$ cat src/rtl/i2c_scl_phase_generator.sv
// SCL waveform generator: four quarter-period phases with one-cycle strobes, clock stretching and an optional stretch timeout.
// All outputs are registered, so a start is seen one cycle later; a slave holding SCL low stalls the HIGH_A count.
module i2c_scl_phase_generator #(
  parameter int CNT_WIDTH      = 16,
  parameter int STRETCH_WIDTH  = 20,
  parameter int TIMEOUT_CYCLES = 0
) (
  input  logic                 clock,
  input  logic                 Reset,
  input  logic                 StartStop,
  input  logic [CNT_WIDTH-1:0] QuarterPeriod,
  input  logic                 SclIn,
  output logic                 SignalOut,
  output logic                 Busy,
  output logic                 FallTick,
  output logic                 LowMidTick,
  output logic                 RiseTick,
  output logic                 HighMidTick,
  output logic                 Stretching,
  output logic                 Timeout
);

  typedef enum logic [2:0] {
    IDLE   = 3'd0,
    HIGH_A = 3'd1,
    HIGH_B = 3'd2,
    LOW_A  = 3'd3,
    LOW_B  = 3'd4
  } state_t;

  localparam bit                       TimeoutEnabled = (TIMEOUT_CYCLES != 0);
  localparam logic [STRETCH_WIDTH-1:0] TimeoutLast    = STRETCH_WIDTH'(TIMEOUT_CYCLES - 1);

  state_t                   state;
  logic [CNT_WIDTH-1:0]     count;
  logic [CNT_WIDTH-1:0]     quarter;
  logic [STRETCH_WIDTH-1:0] stretchCnt;

  logic phaseEnd;
  logic stretchSaturated;
  logic timeoutHit;

  assign phaseEnd         = (count == quarter);
  assign stretchSaturated = &stretchCnt;
  // The stretch cycle being sampled now is the one that reaches the limit.
  assign timeoutHit       = TimeoutEnabled && (stretchCnt == TimeoutLast);

  always_ff @(posedge clock) begin
    if (Reset) begin
      state       <= IDLE;
      count       <= '0;
      quarter     <= '0;
      stretchCnt  <= '0;
      SignalOut   <= 1'b1;
      Busy        <= 1'b0;
      FallTick    <= 1'b0;
      LowMidTick  <= 1'b0;
      RiseTick    <= 1'b0;
      HighMidTick <= 1'b0;
      Stretching  <= 1'b0;
      Timeout     <= 1'b0;
    end else begin
      FallTick    <= 1'b0;
      LowMidTick  <= 1'b0;
      RiseTick    <= 1'b0;
      HighMidTick <= 1'b0;
      Stretching  <= 1'b0;

      case (state)
        IDLE: begin
          SignalOut <= 1'b1;
          Busy      <= 1'b0;
          if (StartStop) begin
            state      <= HIGH_A;
            Busy       <= 1'b1;
            Timeout    <= 1'b0;
            quarter    <= QuarterPeriod;
            count      <= '0;
            stretchCnt <= '0;
          end
        end

        HIGH_A: begin
          if (SclIn) begin
            if (phaseEnd) begin
              state       <= HIGH_B;
              count       <= '0;
              HighMidTick <= 1'b1;
            end else begin
              count <= count + 1'b1;
            end
          end else if (timeoutHit) begin
            state     <= IDLE;
            count     <= '0;
            SignalOut <= 1'b1;
            Busy      <= 1'b0;
            Timeout   <= 1'b1;
          end else begin
            Stretching <= 1'b1;
            if (!stretchSaturated) begin
              stretchCnt <= stretchCnt + 1'b1;
            end
          end
        end

        HIGH_B: begin
          if (phaseEnd) begin
            count <= '0;
            if (StartStop) begin
              state     <= LOW_A;
              SignalOut <= 1'b0;
              FallTick  <= 1'b1;
            end else begin
              state <= IDLE;
              Busy  <= 1'b0;
            end
          end else begin
            count <= count + 1'b1;
          end
        end

        LOW_A: begin
          if (phaseEnd) begin
            state      <= LOW_B;
            count      <= '0;
            LowMidTick <= 1'b1;
          end else begin
            count <= count + 1'b1;
          end
        end

        LOW_B: begin
          if (phaseEnd) begin
            state      <= HIGH_A;
            count      <= '0;
            stretchCnt <= '0;
            SignalOut  <= 1'b1;
            RiseTick   <= 1'b1;
          end else begin
            count <= count + 1'b1;
          end
        end

        default: begin
          state     <= IDLE;
          count     <= '0;
          SignalOut <= 1'b1;
          Busy      <= 1'b0;
        end
      endcase
    end
  end

endmodule

$ cat config.mk
export PLATFORM = sky130hd
export DESIGN_NAME = i2c_scl_phase_generator
export DESIGN_NICKNAME = d
export VERILOG_FILES = /design/src/rtl/i2c_scl_phase_generator.sv
export SDC_FILE = /design/constraint.sdc
export NUM_CORES = 1
export LEC_CHECK = 0
export ABC_AREA = 1
export BUFFER_PORTS_ARGS = -buffer_cell sky130_fd_sc_hd__buf_4
export CORE_UTILIZATION = 61
export CTS_CLUSTER_DIAMETER = 60
export DETAILED_ROUTE_END_ITERATION = 16
export PLACE_DENSITY = 0.87
export SETUP_SLACK_MARGIN = 0.02
export SYNTH_ARGS = -nofsm -noshare
export SYNTH_HDL_FRONTEND = slang
export SYNTH_SLANG_ARGS = --single-unit
export TNS_END_PERCENT = 1
$ cat constraint.sdc
create_clock -name clock -period 2.3 [get_ports clock]
set_input_delay 0.46 -clock clock [delete_from_list [all_inputs] [get_ports clock]]
set_output_delay 0.46 -clock clock [all_outputs]
set_load 0.1 [all_outputs]
==> impl_metrics.yaml, run 1 <==
power:
  seqPwrFrac_pct: 41.7
  cellPowerDensity_nw_per_um2: 922
  peakVddDrop_uv: 620
  switching_share_pct: 42.3
  p_sw_w: 0.000960
  clkPwrFrac_pct: 16.8
  p_int_w: 0.00131
  p_leak_nw: 1.08
  comb_power_share_pct: 41.5
global_route:
  grt_start_max_net_pins: 20
  grt_usage_pct: 26.5
  grt_overflow: 0
  antenna_found_initial: 0
  grt_pass1_wl_um: 7350
  grt_pass1_vias: 1778
timing:
  period_needed_ns: 1.86
  max_freq_mhz: 536
  fin_setup_tns_ns: 0
  finalMaxSlewViolations: 0
  setup_ws_ns: 0.435
  period_share_pct: 81.1
  finalHoldViolCount: 0
  setup_viol: 0
  skew_ns: 0.00872
  whs_ns: 0.302
  rsz0062_at_grt: "no"
critical_path:
  rrSetupSlack_ns: 0.44
  worstPathRequired_ns: 2.55
  cp_cell_sequence: "ha_1 > nand2_1 > nor2_1 > nand3_1 > nor3_1 > nand3_1 > nand2_1 > nor2_2"
  critical-path-max-stage-delay_ns: 0.42
  r2r_start: "count[0]$_SDFFE_PP0N_"
  cp-start-kind: "register"
  cp.arrival_ns: 2.12
  critPathMaxFanout: 6
  critPathBufInv: 0
  crit_type: "register to register"
  timing.rr.end: "count[12]$_SDFFE_PP0N_"
  end_kind: "register"
  path_delay_family: "simple AND/OR/NAND/NOR gates"
  critical_path_depth: 8
  rr_worst_depth: 8
  critPathSlowestCell: "dfxtp_1"
drt:
  drc: 0
  drt-pass1-iter-count: 4
  drt_wl_total_um: 4530
  drtIter0Drc: 135
  avgRoutedWirePerCell_um: 11.3
  viasPerCell: 5.13
  vias: 2052
  postRouteAntennaNets: 0
layout:
  drive_gt1_share_pct: 18.1
  syn_to_final_growth_pct: 12.2
  layoutNonFillerInstCount: 400
  fillers: 272
  register_area_um2: 841
  nNetsFinal: 374
  antenna_cells: 0
  top_regs: "count x16, quarter x16, state x3"
  multiInputGateArea_um2: 1110
yosys:
  syn_inst: 327
  synth_nets: 348
  ys.warnings.count: 0
  synth_top_area_share_pct: 38.4
  avgSynthCellArea_um2: 6.70
  netlist_top_cells_area: "dfxtp_1 38%, nand2_1 17%, inv_1 6.7%"
  synth_cell_type_count: 29
  synth_edf_count: 0
  synth.ff_latch_count: 42
  synthTopCellsByCount: "99 x nand2_1, 42 x dfxtp_1, 39 x inv_1"
  yosysMostFrequentCell: "nand2_1"
  yosysSeqAreaShare_pct: 38.4
  syn_area_um2: 2190
  synth_flop_cell: "dfxtp_1"
  synth_top_area_cell: "dfxtp_1"
  synthArstFlopShare_pct: 0
cts:
  cts_buffers: 5
  h-tree-depth: 2
  insertion_delay_ns: 0.35
  clk_pin_slew_ns: 0.12
  cts.repair.resized: 0
  hold_buffers: 0
  cts_root_buf: "clkbuf_4"
  cts_tree: "yes"
  clockBufferDepth: 2
  postCtsSetupRepairBufs: 0
  numClockSinks: 42
die:
  io_pins: 28
  die_w_um: 61.9
  start_util_pct: 64.6
  rows: 21
  fp.dieArea_um2: 3840
  fp.coreArea_um2: 3390
  dieHeight_um: 61.9
placement:
  placed_cells: 392
  gp_congestion: 0.866
  place_hpwl_um: 3310
  numPortBuffers: 26
  dp_slack_ns: 0.478
min_path:
  hold_start: "Reset"
  hold_depth: 2
  min_to: "count[10]$_SDFFE_PP0N_"
  hold_class: "input pin to register"
job:
  cap_violations: 0
outcome:
  status: "complete, no violations"
[stage by stage]
| stage | util (%) | cell area (um2) | total power (W) |
|---|---|---|---|
| 3_3_place_gp | 70.8 | 2400 | 0.00186 |
| 5_1_grt | 72.5 | 2460 | 0.00244 |
| 2_1_floorplan | - | 2190 | 0.00172 |
| 4_1_cts | 72.5 | 2460 | 0.00227 |
| 3_5_place_dp | 70.8 | 2400 | 0.00189 |
| 6_report | 72.5 | 2460 | 0.00227 |
[routing by layer]
| metal | track usage [%] | wire, um | up-vias |
|---|---|---|---|
| li1 | - | - | 1069 |
| met1 | 31.0 | 2060 | 920 |
| met2 | 47.8 | 2190 | 53 |
| met3 | 5.18 | 194 | 10 |
| met4 | 10.2 | 87 | 0 |
| met5 | 0 | 0 | - |
[worst max-delay path by stage]
| stage | start | end |
|---|---|---|
| 6_report | count[0]$_SDFFE_PP0N_ | count[12]$_SDFFE_PP0N_ |
| 3_3_place_gp | count[0]$_SDFFE_PP0N_ | count[12]$_SDFFE_PP0N_ |
| 2_1_floorplan | count[0]$_SDFFE_PP0N_ | count[14]$_SDFFE_PP0N_ |
| 5_1_grt | count[0]$_SDFFE_PP0N_ | count[12]$_SDFFE_PP0N_ |
| 4_1_cts | count[0]$_SDFFE_PP0N_ | count[12]$_SDFFE_PP0N_ |
| 3_5_place_dp | count[0]$_SDFFE_PP0N_ | count[12]$_SDFFE_PP0N_ |
[cells by family after synthesis]
family                     count (synthesis)  synth area share, %
AOI/OAI and AO/OA                         47                 10.7
other                                      1                0.171
adders and majority gates                  1                0.571
xor gates and xnor gates                   5                 2.00
and+or+nand+nor                          176                 37.2
DFF                                       42                 38.4
buffers and inverters                     55                 10.9
[layout by cell type (no fill, tap or decap), types with 2 or more instances in the layout]
| cell type | synthesis | routed |
|---|---|---|
| nand2_1 | 99 | 99 |
| dfxtp_1 | 42 | 42 |
| inv_1 | 39 | 39 |
| buf_4 | 3 | 29 |
| nor2_1 | 26 | 26 |
| o21ai_0 | 25 | 25 |
| a21oi_1 | 22 | 22 |
| nand3_1 | 16 | 16 |
| nor2_2 | 11 | 11 |
| inv_2 | 5 | 5 |
| nand2_4 | 5 | 5 |
| nor3_1 | 5 | 5 |
| xor2_1 | 5 | 5 |
| clkbuf_4 | 0 | 5 |
| nand4_1 | 3 | 3 |
| nand2_2 | 2 | 2 |
| nand3b_1 | 2 | 2 |
| nor4_1 | 2 | 2 |
[worst register-to-register path, stage by stage, from the launching register on]
cell and delay, ns:
dfxtp_1 0.42, ha_1 0.19, nand2_1 0.07, nor2_1 0.33, nand3_1 0.16, nor3_1 0.34, nand3_1 0.12, nand2_1 0.11
nor2_2 0.04
[area by class of cell]
type	instances	area share [%]
multi-input combinational	230	45.2
sequential	42	34.2
timing repair buffer	29	8.85
inverter	45	6.97
clock inverter	1	0.204
tap	46	2.34
clock buffer	7	2.24
[power groups by stage]
| stage | Combinational [W] | Clock (W) | Sequential [W] |
|---|---|---|---|
| floorplan | 0.000706 | 0 | 0.00101 |
| global placement | 0.000905 | 0 | 0.000955 |
| detailed placement | 0.000930 | 0 | 0.000958 |
| finish | 0.000941 | 0.000382 | 0.000944 |
| CTS | 0.000936 | 0.000391 | 0.000942 |
| global route | 0.00106 | 0.000412 | 0.000962 |
Note: power is estimated with default switching activity, not from simulation.
==> run 2, diff against run 1 <==
--- a/config.mk
+++ b/config.mk
@@ -7,10 +7,10 @@
 export LEC_CHECK = 0
 export ABC_AREA = 1
 export BUFFER_PORTS_ARGS = -buffer_cell sky130_fd_sc_hd__buf_4
-export CORE_UTILIZATION = 61
+export CORE_UTILIZATION = 52
 export CTS_CLUSTER_DIAMETER = 60
 export DETAILED_ROUTE_END_ITERATION = 16
-export PLACE_DENSITY = 0.87
+export PLACE_DENSITY = 0.8
 export SETUP_SLACK_MARGIN = 0.02
 export SYNTH_ARGS = -nofsm -noshare
 export SYNTH_HDL_FRONTEND = slang
==> constraint.sdc (replaced) <==
create_clock -name clock -period 1.5 [get_ports clock]
set_input_delay 0.3 -clock clock [delete_from_list [all_inputs] [get_ports clock]]
set_output_delay 0.3 -clock clock [all_outputs]
set_load 0.1 [all_outputs]
==> run 2 against run 1 <==
Effect of this change:
- combinational power increased by 89%
- first-iteration DRC count increased by 41%
- final area increased by 21%
- power increased by 83%
- final cell count increased by 11%
- sequential power increased by 59%
- setup slack got worse by 0.41 ns
- sequential cell count unchanged
- wire length increased by 18%
==> impl_metrics.yaml, run 2 (synthesis gave the netlist of run 1 again) <==
timing:
  period_share_pct: 98.3
  finalMaxSlewViolations: 0
  slew_headroom_pct: 62.1
  setup_ws_ns: 0.0262
  skew_ns: 0.00764
  tightest_slew_ns: 0.568
  max_freq_mhz: 678
  finalHoldViolCount: 0
  fin_setup_tns_ns: 0
  rsz0062_at_grt: "yes"
  period_needed_ns: 1.47
  setup_viol: 0
critical_path:
  crit_top_cell: "nand2_1"
  critPathSlowestCell: "dfxtp_1"
  crit_type: "register to register"
  worstPathRequired_ns: 1.69
  path_delay_family: "simple AND/OR/NAND/NOR gates"
  cp_cell_sequence: "inv_1 > nand2_1 > nand2_1 > nor2_2 > nand2_1 > nor2_2 > nand2_2 > nand2_4 > buf_6 > nand3b_1 > nand2_1 > nor2_1"
  cp.arrival_ns: 1.66
  critPathBufInv: 2
  end_kind: "register"
  critical-path-max-stage-delay_ns: 0.34
  critPathMaxFanout: 5
  cp-start-kind: "register"
layout:
  final_cell_mix: "91 x nand2_1, 65 x buf_4, 33 x inv_1"
  syn_to_final_growth_pct: 35.5
  drive_gt1_share_pct: 38.5
  antenna_cells: 0
  final_common_cell: "nand2_1"
  top_regs: "count x16, quarter x16, state x3"
  finalInstanceArea_um2: 2970
  nNetsFinal: 412
cts:
  cts_tree: "yes"
  hold_buffers: 0
  clk_pin_slew_ns: 0.07
  insertion_delay_ns: 0.30
  numClockSinks: 42
  cts_buffers: 5
  clockBufferDepth: 2
  cts_root_buf: "clkbuf_8"
  h-tree-depth: 2
min_path:
  hold_class: "input pin to register"
placement:
  gp_congestion: 0.903
  place_hpwl_um: 3800
  place_area_um2: 2640
  numPortBuffers: 26
  dp_slack_ns: -0.0612
power:
  peakVddDrop_uv: 1150
  cellPowerDensity_nw_per_um2: 1400
  p_leak_nw: 1.33
  finalPower_w: 0.00416
drt:
  viasPerCell: 5.10
  drt-pass1-iter-count: 5
  vias: 2256
  avgRoutedWirePerCell_um: 12.1
  drc: 0
  drt_wl_total_um: 5370
  postRouteAntennaNets: 0
  drtIter0Drc: 191
die:
  io_pins: 28
  fp.dieArea_um2: 4480
  rows: 23
  dieHeight_um: 66.9
  fp.coreArea_um2: 4030
  start_util_pct: 54.4
  die_w_um: 66.9
global_route:
  use_met1_pct: 27.9
  grt_use_met2_pct: 43.9
  antenna_found_initial: 0
  grt_pass1_wl_um: 8250
  grt_start_max_net_pins: 21
  grt-busiest-layer: "met2"
  grt_usage_pct: 24.9
  grt_overflow: 0
  met3_usage_pct: 5.99
  grt_pass1_vias: 1979
job:
  cap_violations: 0
outcome:
  status: "complete, no violations"
==> run 2: path summary, 6_finish.rpt <==
path | depth (start not counted) | endpoint | slack (ns) | startpoint
worst max-delay path | 12 | state[0]$_SDFFE_PP0P_ | 0.03 | quarter[7]$_SDFFE_PP0P_
worst min-delay path | 2 | state[2]$_SDFFE_PP0P_ | 0.20 | Reset
worst max register to register | 12 | state[0]$_SDFFE_PP0P_ | 0.03 | quarter[7]$_SDFFE_PP0P_
worst min register to register | 2 | SignalOut$_SDFFE_PP1P_ | 0.46 | SignalOut$_SDFFE_PP1P_
==> run 2: worst reg2reg max path, cell delays in order (launching register included) <==
cell and delay (ns):
dfxtp_1 0.34, inv_1 0.06, nand2_1 0.05, nand2_1 0.06
nor2_2 0.14, nand2_1 0.09, nor2_2 0.12, nand2_2 0.11
nand2_4 0.11, buf_6 0.11, nand3b_1 0.07, nand2_1 0.07
nor2_1 0.06
==> run 2: per-layer routing <==
layer,up-vias,part of all wire (%)
met1,1031,42
li1,1151,-
met3,11,5.1
met4,0,2.2
met5,-,0
met2,63,50
==> run 2: power breakdown <==
part           leakage [nW]  total, W  switching [W]  internal, W
combinational         0.925   0.00178        0.00111     0.000673
sequential            0.353   0.00150       0.000161      0.00134
clock                0.0524  0.000874       0.000376     0.000498
total                  1.33   0.00416        0.00165      0.00251
==> run 2: final cells by class <==
cell class / instances / area (um2)
fillers: 302 / 1060
clock inverters: 1 / 30.0
inverters: 45 / 171
clock buffers: 7 / 76.3
well taps: 50 / 62.6
repair buffers: 66 / 499
flip-flops and latches: 42 / 873
multi-input cells: 231 / 1260
==> run 2: per-stage QoR <==
step / std cells / hold WS, ns / util, %
3_3_place_gp: 427 / 0.444 / 65.4
4_1_cts: 435 / 0.196 / 68.5
5_1_grt: 442 / 0.192 / 73.7
3_5_place_dp: 427 / 0.445 / 65.4
2_1_floorplan: 327 / 0.369 / -
6_report: 442 / 0.199 / 73.7
==> run 2: timing repair <==
item                                    4_1_cts  5_1_grt
pin swaps                                     0       20
endpoints found under the setup margin       19       25
cloned                                        0        1
gates resized for setup                       4       60
setup buffers                                 0        6
